$ cat config.mk
export PLATFORM = sky130hd
export DESIGN_NAME = i2c_slave_ctrl
export DESIGN_NICKNAME = d
export VERILOG_FILES = /design/src/rtl/i2c_slave_ctrl.sv
export SDC_FILE = /design/constraint.sdc
export NUM_CORES = 1
export LEC_CHECK = 0
export ABC_AREA = 1
export ABC_CLOCK_PERIOD_IN_PS = 1600
export BUFFER_PORTS_ARGS = -buffer_cell sky130_fd_sc_hd__buf_2
export CAP_MARGIN = 10
export CORE_MARGIN = 2
export CORE_UTILIZATION = 35
export CTS_CLUSTER_DIAMETER = 80
export DETAILED_ROUTE_END_ITERATION = 16
export GPL_TIMING_DRIVEN = 0
export PLACE_DENSITY = 0.56
export SYNTH_ARGS = -nofsm -noshare
export SYNTH_HDL_FRONTEND = slang
export SYNTH_SLANG_ARGS = --single-unit
$ cat constraint.sdc
create_clock -name clk -period 1.6 [get_ports clk]
set_clock_uncertainty 0.05 [all_clocks]
set_input_delay 0.32 -clock clk [delete_from_list [all_inputs] [get_ports clk]]
set_output_delay 0.32 -clock clk [all_outputs]
set_load 0.1 [all_outputs]
$ cat src/rtl/i2c_slave_ctrl.sv
// i2c_slave_ctrl: I2C slave mapping device 1000_a2a1a0 onto a byte memory with an auto-incrementing pointer
module i2c_slave_ctrl #(
    parameter int MEM_AW = 8
) (
    input  logic              clk,
    input  logic              reset,
    input  logic              scl,
    input  logic              sda_in,
    output logic              sda_oe,
    input  logic              a2,
    input  logic              a1,
    input  logic              a0,
    output logic [MEM_AW-1:0] mem_addr,
    output logic [7:0]        mem_wdata,
    output logic              mem_we,
    input  logic [7:0]        mem_rdata,
    output logic              busy
);
    localparam logic [3:0] IDLE      = 4'd0;
    localparam logic [3:0] DEV_ADDR  = 4'd1;
    localparam logic [3:0] DEV_ACK   = 4'd2;
    localparam logic [3:0] WORD_ADDR = 4'd3;
    localparam logic [3:0] WA_ACK    = 4'd4;
    localparam logic [3:0] WR_DATA   = 4'd5;
    localparam logic [3:0] WR_ACK    = 4'd6;
    localparam logic [3:0] RD_LOAD   = 4'd7;
    localparam logic [3:0] RD_DATA   = 4'd8;
    localparam logic [3:0] RD_ACK    = 4'd9;
    logic scl_s1, scl_s2, scl_d, sda_s1, sda_s2, sda_d;
    logic [3:0] state;
    logic [2:0] cnt;
    logic [7:0] shreg;
    logic [7:0] byte_in;
    logic [MEM_AW-1:0] ptr;
    logic rw, mack;
    logic scl_rise, scl_fall, start, stop, addr_hit;
    always_comb begin
        scl_rise = scl_s2 & ~scl_d;
        scl_fall = ~scl_s2 & scl_d;
        start    = scl_s2 & sda_d & ~sda_s2;
        stop     = scl_s2 & ~sda_d & sda_s2;
        byte_in  = {shreg[6:0], sda_s2};
        addr_hit = byte_in[7:1] == {4'b1000, a2, a1, a0};
    end
    assign mem_addr = ptr;
    assign busy     = state != IDLE;
    // Sync flops come out of reset at the idle-bus level so no edge is seen on release
    always_ff @(posedge clk) begin
        if (reset) begin
            {scl_s1, scl_s2, scl_d} <= 3'b111;
            {sda_s1, sda_s2, sda_d} <= 3'b111;
        end else begin
            {scl_s1, scl_s2, scl_d} <= {scl, scl_s1, scl_s2};
            {sda_s1, sda_s2, sda_d} <= {sda_in, sda_s1, sda_s2};
        end
    end
    always_ff @(posedge clk) begin
        if (reset) begin
            state     <= IDLE;
            sda_oe    <= 1'b0;
            mem_we    <= 1'b0;
            mem_wdata <= 8'h00;
            cnt       <= 3'd0;
            shreg     <= 8'h00;
            rw        <= 1'b0;
            mack      <= 1'b0;
            ptr       <= '0;
        end else begin
            mem_we <= 1'b0;
            if (mem_we)
                ptr <= ptr + 1'b1;
            if (stop) begin
                state  <= IDLE;
                sda_oe <= 1'b0;
            end else if (start) begin
                state  <= DEV_ADDR;
                cnt    <= 3'd0;
                sda_oe <= 1'b0;
            end else begin
                case (state)
                    DEV_ADDR, WORD_ADDR, WR_DATA: if (scl_rise) begin
                        shreg <= byte_in;
                        cnt   <= cnt + 3'd1;
                        if (cnt == 3'd7) begin
                            if (state == DEV_ADDR) begin
                                state <= addr_hit ? DEV_ACK : IDLE;
                                rw    <= addr_hit ? byte_in[0] : rw;
                            end else if (state == WORD_ADDR) begin
                                ptr   <= MEM_AW'(byte_in);
                                state <= WA_ACK;
                            end else begin
                                mem_wdata <= byte_in;
                                mem_we    <= 1'b1;
                                state     <= WR_ACK;
                            end
                        end
                    end
                    // First scl fall drives the ACK, the second one ends the 9th clock
                    DEV_ACK, WA_ACK, WR_ACK: if (scl_fall) begin
                        sda_oe <= ~sda_oe;
                        if (sda_oe) begin
                            cnt   <= 3'd0;
                            state <= state == DEV_ACK ? (rw ? RD_LOAD : WORD_ADDR) : WR_DATA;
                        end
                    end
                    RD_LOAD: begin
                        shreg  <= mem_rdata;
                        sda_oe <= ~mem_rdata[7];
                        state  <= RD_DATA;
                    end
                    // cnt wraps to 0 on the 8th rise, so a fall with cnt 0 closes the byte
                    RD_DATA: if (scl_rise) begin
                        cnt   <= cnt + 3'd1;
                        shreg <= {shreg[6:0], 1'b0};
                    end else if (scl_fall) begin
                        if (cnt == 3'd0) begin
                            sda_oe <= 1'b0;
                            ptr    <= ptr + 1'b1;
                            state  <= RD_ACK;
                        end else
                            sda_oe <= ~shreg[7];
                    end
                    RD_ACK: if (scl_rise)
                        mack <= sda_s2;
                    else if (scl_fall) begin
                        cnt   <= 3'd0;
                        state <= mack ? IDLE : RD_LOAD;
                    end
                    default: ;
                endcase
            end
        end
    end
endmodule
==> flow_summary.toml <==
[timing]
finalWorstSetupSlack_ps = -21.9
period_needed_ps = 1620
clock.fmax_mhz = 617
setup_viol_count_final = 6
drv_slew = 0
finalHoldWorstSlack_ps = 146
worstMarginPinSlew_ps = 484
hold_viol_final = 0
rsz0062_at_grt = "yes"
finalCritPeriodShare = 1.01
relSlewSlack = 0.677

[synthesis]
synthXorXnorAreaFrac = 0.0132
syn_avg_cell_area_um2 = 6.28
synth-compound-area-share = 0.152
synth-seq-cells = 41
synthMuxAreaShare = 0
synth-adder-area-share = 0.0189
yosysUniqueCellTypes = 38
syn_inst = 421
synth_simple_gate_area_share = 0.401
syn_nets = 440
synth_edf_count = 0
synthesis.area_mm2 = 0.00265
ys_seq_area_frac = 0.310
synth_warnings = 0
synthArstFlopShare = 0
synth_top_family_by_area = "simple AND/OR/NAND/NOR gates"
synth_flop_cell = "dfxtp_1"

[job]
drv_cap = 0

[hold_path]
hp-class = "in2reg"
hold_depth = 2
min_to = "sda_s1"
min_from = "sda_in"

[clocking]
cts-root-buf = "clkbuf_8"
clk_latency_ps = 310
htree_num_levels = 2
hold_buffers = 0
cts_max_path_buffers = 2
cts_buffers = 5
cts_tree = "built"
cts_sinks = 41
clk_pin_slew_ps = 90

[setup_path]
crit_path_end_kind = "flip-flop"
required_ps = 1790
arrival_ps = 1810
path_class = "reg2reg"
regToRegSetupSlack_ps = -20
startpoint_type = "flip-flop"
r2r-start = "state[0]"
r2r_cells = 9
rr_endpoint = "mem_wdata[1]"
critPathMaxFanout = 7

[status]
status = "finished, violations left"
violations = "setup timing"

[power_and_ir_drop]
p_leak_nw = 1.83
peakVddDrop_v = 0.000497
p_per_area_mw_per_mm2 = 1250
power_w = 0.00444

[floorplanning]
start_util = 0.363
core_area_mm2 = 0.00729
io_pins = 34
rows = 31
die-area_mm2 = 0.00827
die_h_um = 90.9
die_w_um = 90.9

[grt]
grt_pass1_wl_mm = 12.6
grt_use_total = 0.185
grt_pass1_vias = 2619
antenna_found_initial = 0
overflow = 0
grt_max_degree = 14

[drt]
first_pass_iters = 5
viasPerCell = 4.92
drt_iter0_markers = 176
vias = 2880
final_antenna_net_count = 0
routed_wl_mm = 7.71
drc_errors = 0
wl_per_cell_um = 13.2

[layout]
fin_nets = 504
diodes = 0
layout-drive-gt1-share = 0.352
areaGrowthSynthToFinish_pct = 34.4

[placed_design]
pre_cts_ws_ps = -208
post-dp-hpwl_mm = 5.41
routabilityCongestion = 0.851
numPortBuffers = 33
## Yosys cell counts, types with 2 or more instances
master | instances | area (µm²)
nor2_2 | 4 | 25.0
o21ai_0 | 39 | 195
nor2_1 | 46 | 173
o21ai_1 | 2 | 10.0
nand3_1 | 30 | 150
a21oi_2 | 2 | 17.5
buf_2 | 2 | 10.0
nor3_1 | 3 | 15.0
buf_6 | 2 | 22.5
buf_4 | 3 | 22.5
nand2_4 | 5 | 56.3
nand2_1 | 118 | 443
dfxtp_1 | 41 | 821
nand2_2 | 9 | 56.3
a21oi_1 | 21 | 105
nor2_4 | 2 | 22.5
inv_1 | 54 | 203
ha_1 | 4 | 50.1
or2_2 | 6 | 37.5
inv_2 | 3 | 11.3
o21ai_2 | 2 | 17.5
clkbuf_1 | 2 | 7.51
o211ai_1 | 2 | 15.0
xor2_1 | 3 | 26.3
nand4_1 | 3 | 18.8
## worst max-delay path, cell delays in order (launching register included)
cell and delay (ps):
dfxtp_2 330, buf_6 130, inv_4 40, nor2_4 120, nand2_4 110, buf_12 140
nor3_4 290, buf_6 160, o21ai_0 60, a21oi_1 130
## flip-flops by register name, indices dropped and copies added (netlist names), 3 cells and up
register,flops
cnt,3
shreg,8
mem_addr,8
state,4
mem_wdata,8
## stage by stage
stage | TNS, ps | utilization | instance area (µm²) | cells
floorplan | -7.04 | - | 2690 | 421
global placement | -2860 | 0.408 | 2980 | 553
detailed placement | -3030 | 0.408 | 2980 | 553
CTS | -12.4 | 0.460 | 3350 | 578
global route | -1800 | 0.488 | 3560 | 585
finish | -61.1 | 0.488 | 3560 | 585
## where the power goes
part	leakage (nW)	internal, W	switching (W)
registers	0.343	0.00117	0.000160
clock network	0.0536	0.000407	0.000411
logic	1.43	0.000810	0.00148
## worst max-delay path by stage
stage	from	endpoint	slack, ps	cells after the start
after floorplan	mem_addr[0]	mem_addr[6]	-7	10
final	state[0]	mem_wdata[1]	-20	9
after global routing	cnt[0]	mem_addr[0]	-120	10
after detailed placement	cnt[0]	mem_addr[2]	-210	11
after CTS	cnt[0]	state[2]	-10	12
after global placement	cnt[0]	mem_addr[2]	-170	11
## kinds of logic (layout without fill, tap and decap cells)
family | count (synthesis) | count (layout)
buffers and inverters | 66 | 131
DFF | 41 | 41
AOI/OAI and AO/OA | 73 | 73
and+or+nand+nor | 233 | 233
adders and majority gates | 4 | 4
xor gates and xnor gates | 4 | 4
## timing repair
action	4_1_cts	5_1_grt
setup buffers	15	6
pin swaps	16	20
cloned	2	1
gates resized for setup	44	56
endpoints found under the setup margin	34	33
## layer usage
metal | global-route usage | wire length [µm] | vias to the layer above
li1 | - | - | 1472
met1 | 0.257 | 3570 | 1317
met2 | 0.299 | 3580 | 81
met3 | 0.0274 | 426 | 10
met4 | 0.0505 | 128 | 0
met5 | 0 | 0 | -
## final cells by class
type | count | area [µm²]
fillers | 767 | 3740
inverters | 57 | 229
repair buffers | 57 | 387
clock inverters | 1 | 8.76
clock buffers | 7 | 97.6
flip-flops and latches | 41 | 866
plain buffers | 9 | 73.8
multi-input cells | 314 | 1770
well taps | 99 | 124
## placed cells by master, fill, tap and decap left out, drive strengths merged
master	n
nand2	132
buf	63
inv	57
nor2	52
o21ai	43
dfxtp	41
nand3	31
a21oi	23
clkbuf	10
or2	7
ha	4
nor3	4
nand4	3
xor2	3
o211ai	3
nand3b	2
and2	1
nor4	1
o21a	1
a211oi	1
o21bai	1
o22ai	1
xnor2	1
clkinv	1
No activity file was read; power rests on OpenSTA's default activity.
